===== src/rtl/automorph_addr_sequencer.sv =====
// Automorphism address sequencer.
// Walks rotation r, block index i and word offset w for one rotation batch. It drives the AGU
// inputs and captures the AGU's registered output into a 2-entry buffer. The buffer streams
// downstream with valid/ready.
// Optional build macro: AUTOSEQ_STATS_EN adds the stall_cycles and beat_count statistics ports.
module automorph_addr_sequencer #(
  parameter int unsigned ADDR_WIDTH = 10,
  parameter int unsigned MAX_R      = 31,
  parameter int unsigned I_WIDTH    = 32,
  parameter int unsigned CNT_WIDTH  = 16
) (
  input  logic                  clk,
  input  logic                  rst,
  input  logic                  start,
  input  logic [4:0]            cfg_num_rot,
  input  logic [CNT_WIDTH-1:0]  cfg_num_i,
  input  logic [CNT_WIDTH-1:0]  cfg_num_words,
  output logic [I_WIDTH-1:0]    agu_i,
  output logic [4:0]            agu_r,
  output logic [ADDR_WIDTH-1:0] agu_addr,
  input  logic [ADDR_WIDTH-1:0] agu_out_addr,
  output logic                  out_valid,
  input  logic                  out_ready,
  output logic [ADDR_WIDTH-1:0] out_addr,
  output logic [4:0]            out_r,
  output logic                  out_last,
  output logic                  busy,
  output logic                  done
`ifdef AUTOSEQ_STATS_EN
  ,
  output logic [31:0]           stall_cycles,
  output logic [31:0]           beat_count
`endif
);

  typedef enum logic [1:0] {StIdle, StRun, StDrain, StDone} state_e;

  state_e state_q, state_d;

  // Latched batch configuration
  logic [4:0]           num_rot_q, num_rot_d;
  logic [CNT_WIDTH-1:0] num_i_q, num_i_d;
  logic [CNT_WIDTH-1:0] num_words_q, num_words_d;

  // Loop counters; they are also the AGU inputs
  logic [4:0]           r_q, r_d;
  logic [CNT_WIDTH-1:0] i_q, i_d;
  logic [CNT_WIDTH-1:0] w_q, w_d;

  logic busy_q, busy_d;
  logic done_q, done_d;

  // Beat in flight through the AGU register, with its tags
  logic       inflight_q;
  logic [4:0] tag_r_q;
  logic       tag_last_q;

  // 2-entry output buffer
  logic [ADDR_WIDTH-1:0] buf_addr_q [2];
  logic [4:0]            buf_r_q    [2];
  logic                  buf_last_q [2];
  logic                  wr_ptr_q, rd_ptr_q;
  logic [1:0]            occ_q;

  logic       pop, push, issue;
  logic       at_last_w, at_last_i, at_last_r, last_issue;
  logic       drain_finish, cfg_zero;
  logic [4:0] rot_clamped;
  logic [2:0] credit;

  assign rot_clamped = (32'(cfg_num_rot) > MAX_R) ? 5'(MAX_R) : cfg_num_rot;
  assign cfg_zero    = (rot_clamped == 5'd0) || (cfg_num_i == '0) || (cfg_num_words == '0);

  assign out_valid = (occ_q != 2'd0);
  assign pop       = out_valid && out_ready;
  assign push      = inflight_q;

  // Issue only if the buffer can still absorb this beat when it leaves the AGU register
  assign credit = {1'b0, occ_q} + {2'b00, inflight_q};
  assign issue  = (state_q == StRun) && (credit <= ({2'b00, pop} + 3'd1));

  assign at_last_w  = (w_q == (num_words_q - CNT_WIDTH'(1)));
  assign at_last_i  = (i_q == (num_i_q - CNT_WIDTH'(1)));
  assign at_last_r  = (r_q == (num_rot_q - 5'd1));
  assign last_issue = at_last_w && at_last_i && at_last_r;

  // The final beat leaves this cycle and nothing remains in the buffer or the AGU
  assign drain_finish = (state_q == StDrain) && !inflight_q &&
                        ((occ_q == 2'd0) || ((occ_q == 2'd1) && pop));

  // Next-state logic for the FSM, the loop counters and busy/done
  always_comb begin
    state_d     = state_q;
    num_rot_d   = num_rot_q;
    num_i_d     = num_i_q;
    num_words_d = num_words_q;
    r_d         = r_q;
    i_d         = i_q;
    w_d         = w_q;
    busy_d      = busy_q;
    done_d      = 1'b0;
    case (state_q)
      StIdle: begin
        if (start) begin
          num_rot_d   = rot_clamped;
          num_i_d     = cfg_num_i;
          num_words_d = cfg_num_words;
          r_d         = '0;
          i_d         = '0;
          w_d         = '0;
          busy_d      = 1'b1;
          state_d     = cfg_zero ? StDone : StRun;
        end
      end
      StRun: begin
        if (issue) begin
          if (last_issue) begin
            // Hold counters on the final beat so the AGU inputs stay put
            state_d = StDrain;
          end else if (!at_last_w) begin
            w_d = w_q + CNT_WIDTH'(1);
          end else begin
            w_d = '0;
            if (!at_last_i) begin
              i_d = i_q + CNT_WIDTH'(1);
            end else begin
              i_d = '0;
              r_d = r_q + 5'd1;
            end
          end
        end
      end
      StDrain: begin
        if (drain_finish) begin
          state_d = StDone;
          busy_d  = 1'b0;
          done_d  = 1'b1;
        end
      end
      StDone: begin
        state_d = StIdle;
        // Still busy only on the empty-batch path, which has not yet pulsed done
        if (busy_q) begin
          busy_d = 1'b0;
          done_d = 1'b1;
        end
      end
      default: state_d = StIdle;
    endcase
  end

  // Control state and AGU tag pipeline
  always_ff @(posedge clk) begin
    if (rst) begin
      state_q     <= StIdle;
      num_rot_q   <= '0;
      num_i_q     <= '0;
      num_words_q <= '0;
      r_q         <= '0;
      i_q         <= '0;
      w_q         <= '0;
      busy_q      <= 1'b0;
      done_q      <= 1'b0;
      inflight_q  <= 1'b0;
      tag_r_q     <= '0;
      tag_last_q  <= 1'b0;
    end else begin
      state_q     <= state_d;
      num_rot_q   <= num_rot_d;
      num_i_q     <= num_i_d;
      num_words_q <= num_words_d;
      r_q         <= r_d;
      i_q         <= i_d;
      w_q         <= w_d;
      busy_q      <= busy_d;
      done_q      <= done_d;
      inflight_q  <= issue;
      if (issue) begin
        tag_r_q    <= r_q;
        tag_last_q <= at_last_w && at_last_i;
      end
    end
  end

  // Output buffer: push the AGU result, pop on handshake
  always_ff @(posedge clk) begin
    if (rst) begin
      for (int k = 0; k < 2; k++) begin
        buf_addr_q[k] <= '0;
        buf_r_q[k]    <= '0;
        buf_last_q[k] <= 1'b0;
      end
      wr_ptr_q <= 1'b0;
      rd_ptr_q <= 1'b0;
      occ_q    <= 2'd0;
    end else begin
      if (push) begin
        buf_addr_q[wr_ptr_q] <= agu_out_addr;
        buf_r_q[wr_ptr_q]    <= tag_r_q;
        buf_last_q[wr_ptr_q] <= tag_last_q;
        wr_ptr_q             <= ~wr_ptr_q;
      end
      if (pop) begin
        rd_ptr_q <= ~rd_ptr_q;
      end
      case ({push, pop})
        2'b10:   occ_q <= occ_q + 2'd1;
        2'b01:   occ_q <= occ_q - 2'd1;
        default: occ_q <= occ_q;
      endcase
    end
  end

  assign agu_i    = I_WIDTH'(i_q);
  assign agu_r    = r_q;
  assign agu_addr = ADDR_WIDTH'(w_q);

  assign out_addr = out_valid ? buf_addr_q[rd_ptr_q] : '0;
  assign out_r    = out_valid ? buf_r_q[rd_ptr_q] : '0;
  assign out_last = out_valid && buf_last_q[rd_ptr_q];
  assign busy     = busy_q;
  assign done     = done_q;

`ifdef AUTOSEQ_STATS_EN
  logic [31:0] stall_q, beats_q;
  logic        active;

  assign active = (state_q == StRun) || (state_q == StDrain);

  // Saturating statistics, cleared on reset and on an accepted start
  always_ff @(posedge clk) begin
    if (rst || ((state_q == StIdle) && start)) begin
      stall_q <= '0;
      beats_q <= '0;
    end else begin
      if (active && out_valid && !out_ready && (stall_q != 32'hFFFF_FFFF)) begin
        stall_q <= stall_q + 32'd1;
      end
      if (pop && (beats_q != 32'hFFFF_FFFF)) begin
        beats_q <= beats_q + 32'd1;
      end
    end
  end

  assign stall_cycles = stall_q;
  assign beat_count   = beats_q;
`endif

endmodule


===== config.mk =====
export PLATFORM = sky130hd
export DESIGN_NAME = automorph_addr_sequencer
export DESIGN_NICKNAME = d
export VERILOG_FILES = /design/src/rtl/automorph_addr_sequencer.sv
export SDC_FILE = /design/constraint.sdc
export NUM_CORES = 1
export LEC_CHECK = 0
export CAP_MARGIN = 10
export CORE_AREA = 8 8 135 137
export DETAILED_ROUTE_END_ITERATION = 8
export DIE_AREA = 0 0 143 145
export GPL_TIMING_DRIVEN = 0
export PLACE_DENSITY = 0.68
export SLEW_MARGIN = 10
export SYNTH_ARGS = -nofsm -noshare
export SYNTH_HDL_FRONTEND = slang
export SYNTH_SLANG_ARGS = --single-unit

===== constraint.sdc =====
create_clock -name clk -period 3.8 [get_ports clk]
set_input_delay 0.38 -clock clk [delete_from_list [all_inputs] [get_ports clk]]
set_output_delay 0.38 -clock clk [all_outputs]
set_load 0.01 [all_outputs]

; ---- After elaboration in Yosys (flattened, before gate mapping)
; Memory sizes are Yosys's and may differ from the RTL's. A register that Yosys moved wholly into a read port is not among the register bits.
; Cells that the tools add are included.
[op_classes]
n_addsub = 10
magnitude_cmp = 1
eq_ne = 16
mux = 51
n_bitwise = 2
n_reduce_logical = 30
[op_table]
columns = operator, n
row1 = 16-bit 2-to-1 mux, 8
row2 = 16-bit case mux with 2 select lines, 2
row3 = 5-bit 2-to-1 mux, 7
row4 = "16-bit by 1-bit adder with 16-bit output, second input constant", 2
row5 = 16-bit equality test, 2
row6 = 16-bit zero test, 2
row7 = "16-bit by 1-bit subtractor with 16-bit output, second input constant", 2
row8 = 1-bit 2-to-1 mux, 22
row9 = 10-bit 2-to-1 mux, 2
row10 = "2-bit != test, second input constant", 7
row11 = 2-bit 2-to-1 mux, 5
row12 = 5-bit case mux with 2 select lines, 1
row13 = 10-bit OR reduction, 1
row14 = 1-bit logical AND, 8
row15 = 2-bit case mux with 4 select lines, 1
row16 = 4-bit AND reduction, 2
row17 = "2-bit by 1-bit equality test with 1-bit output, second input constant", 3
row18 = "2-bit equality test, second input constant", 3
row19 = 6-bit AND reduction, 1
row20 = 2-bit nonzero test, 3
row21 = "5-bit by 1-bit adder with 5-bit output, second input constant", 1
row22 = 5-bit equality test, 1
row23 = 5-bit zero test, 1
row24 = 5-bit AND reduction, 1
row25 = other kinds (18), 22
[word_totals]
ff_bits = 89
ram_bits = 32
in_bits = 51
output_inout_bits = 66
wordCells = 128
memories = 3
[memory_table]
columns = name, depth, word_bits, rd, rd_ports_with_merged_regs, write_ports, line
row1 = buf_addr_q, 2, 10, 1, 1, 2, 59  ; logic [ADDR_WIDTH-1:0] buf_addr_q [2];
row2 = buf_r_q, 2, 5, 1, 1, 2, 60  ; logic [4:0] buf_r_q [2];
row3 = buf_last_q, 2, 1, 1, 1, 2, 61  ; logic buf_last_q [2];

; ---- Logic depth before layout (Yosys ltp)
; Gate-level depths: netlist of the first run.
[depth]
word_depth = 7
mapped_depth = 17
depth_no_buf = 15

; ---- Least setup slack after synthesis of the first run
; No wires, ideal clock.
[synth_timing]
path_kind = reg-to-reg
startpoint = reg occ_q[1]
endpoint = reg w_q[11]
arrival_ps = 3096
path_slack_ps = 634
path_stages_with_launch = 17
n_path_buf = 2
cell_sequence = dfxtp_1 > inv_1 > ha_1 > clkbuf_1 > inv_1 > nand2_1 > inv_1 > fa_1 > nor2_1 > nand2_1 > nand2_1 > nand2_1 > a21oi_1 > o21ai_2 > buf_6 > or4_1 > a21oi_1
[synth_between]
elab_chain_cells = 7
word_cells_on_any_way = 8
[synth_rtl]
columns = element, line
row1 = from (decl), 63  ; logic [1:0] occ_q;
row2 = from (signal assigned), 207  ; 2'b10: occ_q <= occ_q + 2'd1;
row3 = from (signal assigned), 208  ; 2'b01: occ_q <= occ_q - 2'd1;
row4 = from (signal assigned), 209  ; default: occ_q <= occ_q;
row5 = 2-bit nonzero test, 74  ; assign out_valid = (occ_q != 2'd0);
row6 = named net out_valid, 22  ; output logic out_valid,
row7 = 1-bit logical AND, 75  ; assign pop = out_valid && out_ready;
row8 = named net pop, 65  ; logic pop, push, issue;
row9 = 1-bit by 1-bit adder with 2-bit output, 80  ; assign issue = (state_q == StRun) && (credit <= ({2'b00, pop} + 3'd1));
row10 = 3-bit by 2-bit less-or-equal comparator with 1-bit output, 80
row11 = 1-bit logical AND, 80
row12 = 2-bit != test (no line), --
row13 = 4-bit AND reduction (no line), --
row14 = to (signal assigned), 174  ; w_q <= w_d;
row15 = to (decl), 48  ; logic [CNT_WIDTH-1:0] w_q, w_d;
; The timed path passes the listed nets, and every way through them passes these cells.
; A chain may end at the register's enable or synchronous reset.

; ---- Worst setup path after layout of the first run
[layout_timing]
startpoint = reg num_words_q[0]
endpoint = reg w_q[9]
[layout_between]
elab_chain_cells = 6
word_cells_on_any_way = 10
[layout_rtl]
columns = element, line
row1 = from (decl), 43  ; logic [CNT_WIDTH-1:0] num_words_q, num_words_d;
row2 = from (signal assigned), 171  ; num_words_q <= num_words_d;
row3 = 16-bit by 1-bit subtractor with 16-bit output *, 82  ; assign at_last_w = (w_q == (num_words_q - CNT_WIDTH'(1)));
row4 = 16-bit equality test *, 82
row5 = 16-bit 2-to-1 mux / 1-bit logical AND (equally long branches), "120, 85"
row6 = 16-bit 2-to-1 mux / 1-bit logical AND (equally long branches), "117, 85"
row7 = 16-bit 2-to-1 mux / 2-bit != test (equally long branches), --
row8 = 16-bit case mux with 2 select lines / 4-bit AND reduction (equally long branches), --
; Every way passes the cells marked *; elsewhere a longest branch is shown, timed or not. The select of a mux whose other input is x is not followed.

==> key figures, run 1 <==
Layout
  – Final Net Count: 1045
  – ANT cells: 0
  – Area Growth Syn to Fin: 28.52%
  – Final instance area: 9151 µm²
  – Layout cell share with drive strength beyond 1: 0.09707
  – Util after Layout: 0.5659
  – Fillcell total: 1471

Clock tree
  – Clk slew on worst S/H paths: 0.05 ns
  – Maximum clock path buffer count: 2
  – Clock buffer count from CTS: 17
  – Clock Latency Late Sink: 0.42 ns
  – H-tree Lvls: 4
  – CTS tree: done
  – Clock Sinks: 122
  – CTS root buf: clkbuf_16

Worst setup path
  – CP delay by family, top: simple AND/OR/NAND/NOR gates
  – CP Capture Type: flop
  – Crit path required time: 4.09 ns
  – CP cell instances: inv_1, ha_1, nor4b_2, and3b_1, mux2_2, mux2i_1, nor4_2, nand2_1, or3_1, nand2_2, buf_4, a21oi_1
  – Crit-path max cell delay: 0.50 ns
  – Critical Path Start Type: flop
  – Slowest CP cell: or3_1
  – CP Buf/Inv Count: 2
  – Max FO, Critical Path: 10
  – Crit Path Class: reg -> reg
  – CP arrival: 3.90 ns

Detailed routing
  – Antenna-violating nets left: 0
  – Iter 0 DRT Violations: 581
  – DR WL/cell: 16.16 µm
  – Drt drc: 0
  – M1 wire length: 8794 µm
  – DRT Wirelength: 19540 µm
  – Via count: 6465
  – Routed vias/inst: 5.347
  – DRT Pass-1 Iters: 7
  – Met2 wire len: 9070 µm
  – DR WL met3: 1209 µm
  – Highest layer used for signal routing: met4

Floorplanning
  – Cell row count: 47
  – Die area: 20740 µm²
  – I/O pin count: 117
  – Starting Density: 0.4403
  – Die X: 143 µm
  – Die span in y: 145 µm
  – CORE AREA: 16170 µm²

Global routing
  – Total global-route track usage: 0.1874
  – Vias in the first global route: 6001
  – GRT Residual Overflow: 0
  – Largest net degree at the start of global routing: 17
  – Initial antenna violation count: 0
  – First-pass GRT wire length: 31040 µm

Timing
  – Min Clock Period, post-route: 3.602 ns
  – Fin. max-slew vios: 0
  – Crit share post-route: 0.9479
  – Post-route setup slack: 0.1980 ns
  – Setup TNS: 0 ns
  – Tightest Pin Transition: 0.7564 ns
  – Clock Skew: 0.008002 ns
  – Slew headroom: 0.4957
  – Fmax: 277.6 MHz
  – WHS: 0.4609 ns
  – Final setup vio count: 0
  – Final Hold Vio Count: 0

Yosys
  – FF+latch count, synth: 122
  – Avg Cell Area, Syn: 8.477 µm²
  – Primary FF master, synth: dfxtp_1
  – Top-area cell type share of the netlist area: 0.2530
  – Yosys warnings: 0
  – EDFF count, synth: 32
  – Register area share after synthesis: 0.3880
  – Post-synth top area cell: dfxtp_1
  – Synth top area cells: dfxtp_1, edfxtp_1, nand2_1
  – Mapped Area: 7121 µm²
  – Cells after synthesis: 840
  – Synth cell count leaders: nand2_1, dfxtp_1, nor2_1
  – Most common cell in the netlist: nand2_1
  – Netlist cell types: 70
  – Ys async rst share: 0

Placement
  – Routability congestion estimate from global placement: 0.9198
  – DP Worst Slack: -0.09988 ns
  – Dpl cell area: 8472 µm²
  – I/O Buffers: 100
  – Dpl hpwl: 14590 µm

Pwr
  – Sequential share of power: 0.303
  – Sw power: 0.001961 W
  – Internal power: 0.003503 W
  – Max rail drop VDD: 0.3659 mV
  – Sw frac: 0.3589
  – Leak Pwr: 3.377 nW
  – Clock Power Share: 0.313
  – Combinational share of power: 0.383
  – Power per Cell Area: 597.1 nW/µm²

Job
  – Max cap viols: 0

Hold path
  – Min-delay worst type: reg -> reg

Outcome
  – Status: complete, no violations
## power by group through the flow
| stage | Clock [W] | Combinational (W) | Sequential (W) |
|---|---|---|---|
| 2_1_floorplan | 0 | 0.00145 | 0.00164 |
| 3_3_place_gp | 0 | 0.00200 | 0.00167 |
| 3_5_place_dp | 0 | 0.00203 | 0.00168 |
| 4_1_cts | 0.00174 | 0.00205 | 0.00165 |
| 5_1_grt | 0.00179 | 0.00230 | 0.00168 |
| 6_report | 0.00171 | 0.00209 | 0.00166 |
## worst min-delay path: cells and delay by family (launching register included)
kind               cells  cell delay, ns
AOI/OAI and AO/OA      1            0.05
DFF                    1            0.31
and+or+nand+nor        1            0.05
## layout make-up
class                      count  area, µm²  area share
clock buffer                  23      499.2     0.05455
tap                          220      275.3     0.03008
sequential                   122       2763      0.3019
clock inverter                 9      136.4     0.01490
inverter                      31      116.4     0.01272
buffer                        63      402.9     0.04403
multi-input combinational    638       3928      0.4292
timing repair buffer         103       1031      0.1127
## layout by cell type, fill, tap and decap left out, types with 9 or more instances in the layout
| cell type | instances |
|---|---|
| nor4_1 | 15 |
| ha_1 | 16 |
| clkbuf_1 | 22 |
| nand3_1 | 42 |
| nand2_1 | 112 |
| xnor2_1 | 25 |
| o31ai_1 | 9 |
| dfxtp_1 | 90 |
| or4_1 | 13 |
| nor3_1 | 14 |
| xor2_1 | 18 |
| clkbuf_16 | 18 |
| nand4_1 | 11 |
| and2_1 | 33 |
| edfxtp_1 | 32 |
| a21oi_1 | 65 |
| inv_1 | 31 |
| conb_1 | 16 |
| nor2_1 | 73 |
| mux2i_1 | 30 |
| or3_1 | 11 |
| o21ai_0 | 25 |
| buf_4 | 29 |
| clkdlybuf4s50_1 | 100 |
## what timing repair did
item                                    4_1_cts  5_1_grt
buffers inserted                              1        1
pin swaps                                     1        0
resized for setup                             1        6
hold buffers                                  0        0
endpoints found under the setup margin       22       34
## layer usage
layer	GRT usage	vias to the layer above
met2	0.2963	213
met5	0	-
met4	0.07443	0
li1	-	3216
met1	0.2434	3001
met3	0.03904	35
## registers in the layout, indices dropped and copies added (netlist names), 5 cells and up, named ones only
| signal | cells |
|---|---|
| agu_r | 5 |
| tag_r_q | 5 |
| buf_r_q | 10 |
| buf_addr_q | 20 |
| w_q | 16 |
| num_i_q | 16 |
| num_rot_q | 5 |
| i_q | 16 |
| num_words_q | 16 |
## final timing paths
path	slack (ns)	depth (start not counted)	startpoint	endpoint
max	0.20	12	num_words_q[0]	w_q[9]
min	0.46	2	tag_last_q	tag_last_q
min reg2reg	0.46	2	tag_last_q	tag_last_q
max reg2reg	0.20	12	num_words_q[0]	w_q[9]
## cells by family after synthesis
| kind of cell | after synthesis | share of synthesized area |
|---|---|---|
| adder cells (fa/ha/maj) | 18 | 0.03268 |
| flip-flops | 122 | 0.3880 |
| buffers and inverters | 95 | 0.07345 |
| XOR/XNOR | 43 | 0.05289 |
| other | 1 | 0.0005266 |
| multiplexers | 35 | 0.05008 |
| AND/OR/NAND/NOR | 384 | 0.2827 |
| AO/OA/AOI/OAI | 142 | 0.1197 |
## stage by stage
stage	power, W	instances
final	0.005464	1209
after global placement	0.003671	1175
after CTS	0.005443	1209
after detailed placement	0.003705	1176
after global routing	0.005769	1209
after floorplan	0.003090	855
(Power assumes the default switching activity.)
==> inputs of run 2 (changes only) <==
--- a/config.mk
+++ b/config.mk
@@ -6,12 +6,13 @@
 export NUM_CORES = 1
 export LEC_CHECK = 0
 export CAP_MARGIN = 10
-export CORE_AREA = 8 8 135 137
+export CORE_AREA = 2 2 129 131
 export DETAILED_ROUTE_END_ITERATION = 8
-export DIE_AREA = 0 0 143 145
+export DIE_AREA = 0 0 131 133
+export GPL_ROUTABILITY_DRIVEN = 0
 export GPL_TIMING_DRIVEN = 0
 export PLACE_DENSITY = 0.68
-export SLEW_MARGIN = 10
+export SLEW_MARGIN = 0
 export SYNTH_ARGS = -nofsm -noshare
 export SYNTH_HDL_FRONTEND = slang
 export SYNTH_SLANG_ARGS = --single-unit
==> run 2 against run 1 <==
  * Wire length down 4.5%
  * Non-clock buffer count down 2
  * Fmax down 0.18%
  * Power down 2.2%
  * Count of clock-buffer cells in the layout down 5
  * Sequential share of layout area up 0.27 points
  * Global-route usage up 3.2 points
  * Utilization down 0.50 points
  * Highest routed layer unchanged
==> key figures, run 2 (same netlist as run 1, synthesis figures left out) <==
Floorplanning
  – Cell row count: 47 (unchanged)
  – Die area: 17420 µm² (-16%)
  – I/O pin count: 117 (unchanged)
  – Die X: 131 µm (-8.4%)
  – Starting Density: 0.4403 (unchanged)
  – Die span in y: 133 µm (-8.3%)
  – CORE AREA: 16170 µm² (unchanged)

Layout
  – Layout cell share with drive strength beyond 1: 0.09422 (-0.002843)
  – ANT cells: 0 (unchanged)
  – Max reg flops: 20 (unchanged)
  – Commonest non-fill, non-tap cell in the layout: nand2_1
  – Area Growth Syn to Fin: 27.39%
  – Final Net Count: 1043 (-0.19%)
  – Final instance area: 9071 µm² (-0.88%)
  – Util after Layout: 0.5609 (-0.004952)
  – Final Non-Filler Cells: 1207 (-0.17%)
  – Top reg by flops: buf_addr_q
  – Most frequent cells in the layout: nand2_1, clkdlybuf4s50_1, dfxtp_1

Worst setup path
  – CP Buf/Inv Count: 2 (unchanged)
  – R2R Setup Slk: 0.19 ns (about the same)
  – Crit Path Class: reg -> reg
  – Worst R2R End: w_q[1]
  – Crit path from: num_i_q[2]
  – Crit-path max cell delay: 0.68 ns (+0.18 ns)
  – CP Capture Type: flop
  – Worst setup path end: w_q[1]
  – R2r startpoint: num_i_q[2]
  – CP arrival: 3.92 ns (+0.02 ns)
  – Cell count of the worst reg-to-reg path: 11 (-1)
  – Critical Path Start Type: flop
  – Slowest CP cell: nor4_1
  – CP cell instances: nor4_1, nand4_1, or4_1, o211ai_1, o21ai_2, nand4bb_4, o21ai_2, buf_6, buf_6, mux2i_1, nor2_1
  – Crit path required time: 4.11 ns (+0.02 ns)
  – Max FO, Critical Path: 10 (unchanged)
  – CP delay by family, top: simple AND/OR/NAND/NOR gates
  – Critical path depth: 11 (-1)

Pwr
  – Sequential share of power: 0.310 (+0.007)
  – Sw frac: 0.3747 (+0.01584)
  – Max rail drop VDD: 0.3386 mV (-7.4%)
  – Sw power: 0.002002 W (+2.1%)
  – Power per Cell Area: 588.9 nW/µm² (-1.4%)
  – Total power: 0.005342 W (-2.2%)
  – Combinational share of power: 0.387 (+0.004)
  – Leak Pwr: 3.344 nW (-0.97%)
  – Internal power: 0.003340 W (-4.7%)
  – Clock Power Share: 0.303 (-0.010)

Detailed routing
  – Via count: 6452 (-0.20%)
  – Drt drc: 0 (unchanged)
  – Iter 0 DRT Violations: 439 (-24%)
  – Routed vias/inst: 5.345 (about the same)
  – DRT Pass-1 Iters: 5 (-2)
  – DRT Wirelength: 18660 µm (-4.5%)
  – Antenna-violating nets left: 0 (unchanged)
  – DR WL/cell: 15.46 µm (-4.4%)

Hold path
  – Min-delay worst type: reg -> reg
  – Hold wc startpoint: tag_last_q
  – Hold path depth: 2 (unchanged)

Timing
  – Fmax: 277.1 MHz (-0.18%)
  – Min Clock Period, post-route: 3.609 ns (+0.006544 ns)
  – RSZ-0062 raised after global routing: no
  – Final Hold Vio Count: 0 (unchanged)
  – Final setup vio count: 0 (unchanged)
  – Tightest Pin Transition: 0.8878 ns (+0.1314 ns)
  – Clock Skew: 0.009583 ns (+0.001580 ns)
  – Fin. max-slew vios: 0 (unchanged)
  – Crit share post-route: 0.9496 (+0.001722)
  – Slew headroom: 0.4036 (-0.09215)
  – Setup TNS: 0 ns (unchanged)

Global routing
  – Initial antenna violation count: 0 (unchanged)
  – GRT Residual Overflow: 0 (unchanged)
  – Met2 usage: 0.3492 (+0.05289)
  – Largest net degree at the start of global routing: 17 (unchanged)
  – GRT busiest layer: met2
  – First-pass GRT wire length: 29640 µm (-4.5%)
  – Met1 Usage GRT: 0.2913 (+0.04794)
  – Total global-route track usage: 0.2195 (+0.03203)
  – Vias in the first global route: 5884 (-1.9%)
  – GR Layer Usage met3: 0.05257 (+0.01353)

Clock tree
  – Clock Latency Late Sink: 0.43 ns (about the same)
  – H-tree Lvls: 4 (unchanged)
  – Maximum clock path buffer count: 2 (unchanged)
  – Clk slew on worst S/H paths: 0.06 ns (about the same)
  – CTS tree: done
  – Clock Sinks: 122 (unchanged)
  – CTS root buf: clkbuf_16
  – Clock buffer count from CTS: 17 (unchanged)

Placement
  – Dpl hpwl: 13950 µm (-4.4%)
  – Dpl cell area: 8457 µm² (-0.18%)
  – I/O Buffers: 100 (unchanged)
  – Placed Cells: 1175 (-0.085%)

Outcome
  – Status: complete, no violations

Job
  – Max cap viols: 0 (unchanged)
run 2: metrics by stage:
stage | hold WS (ns) | worst slack (ns)
floorplan | 0.4357 | 0.6344
global placement | 0.4517 | -0.05046
detailed placement | 0.4597 | -0.08820
CTS | 0.4686 | 0.02964
global route | 0.4932 | 0.01095
finish | 0.4662 | 0.1914
run 2: power groups by stage:
stage	Clock (W)	Sequential [W]	Combinational, W
after floorplan	0	0.00164	0.00145
after global placement	0	0.00167	0.00200
after detailed placement	0	0.00168	0.00202
after CTS	0.00164	0.00165	0.00204
after global routing	0.00169	0.00168	0.00229
final	0.00162	0.00166	0.00207
run 2: worst min-delay path by stage:
stage                      end  slack, ns
floorplan           tag_last_q       0.44
global placement    tag_last_q       0.45
detailed placement  tag_last_q       0.46
CTS                 tag_last_q       0.47
global route        tag_last_q       0.49
finish              tag_last_q       0.47
run 2: cell type report:
type	count	area [µm²]
Buffer	63	402.9
Clock buffer	18	429.2
Clock inverter	14	160.2
Fill cell	1492	7101
Inverter	31	116.4
Multi-Input combinational cell	638	3916
Sequential cell	122	2763
Tap cell	220	275.3
Timing Repair Buffer	101	1008
run 2: timing repair:
action,in CTS,in global routing
buffers inserted,1,0
gates resized for setup,1,4
pin swaps,1,0
gates cloned,0,0
setup endpoints to repair,21,28
hold buffers,0,0
run 2: per-layer routing:
layer / share of wire / wire (µm)
met2: 0.47 / 8691
met5: 0 / 0
met3: 0.063 / 1167
met4: 0.020 / 373
met1: 0.45 / 8425
run 2: worst reg2reg max path, stage by stage, from the launching register on:
cell and delay [ns]:
dfxtp_1 0.38, nor4_1 0.68, nand4_1 0.32, or4_1 0.57, o211ai_1 0.21, o21ai_2 0.14, nand4bb_4 0.29, o21ai_2 0.31
buf_6 0.19, buf_6 0.16, mux2i_1 0.20, nor2_1 0.05
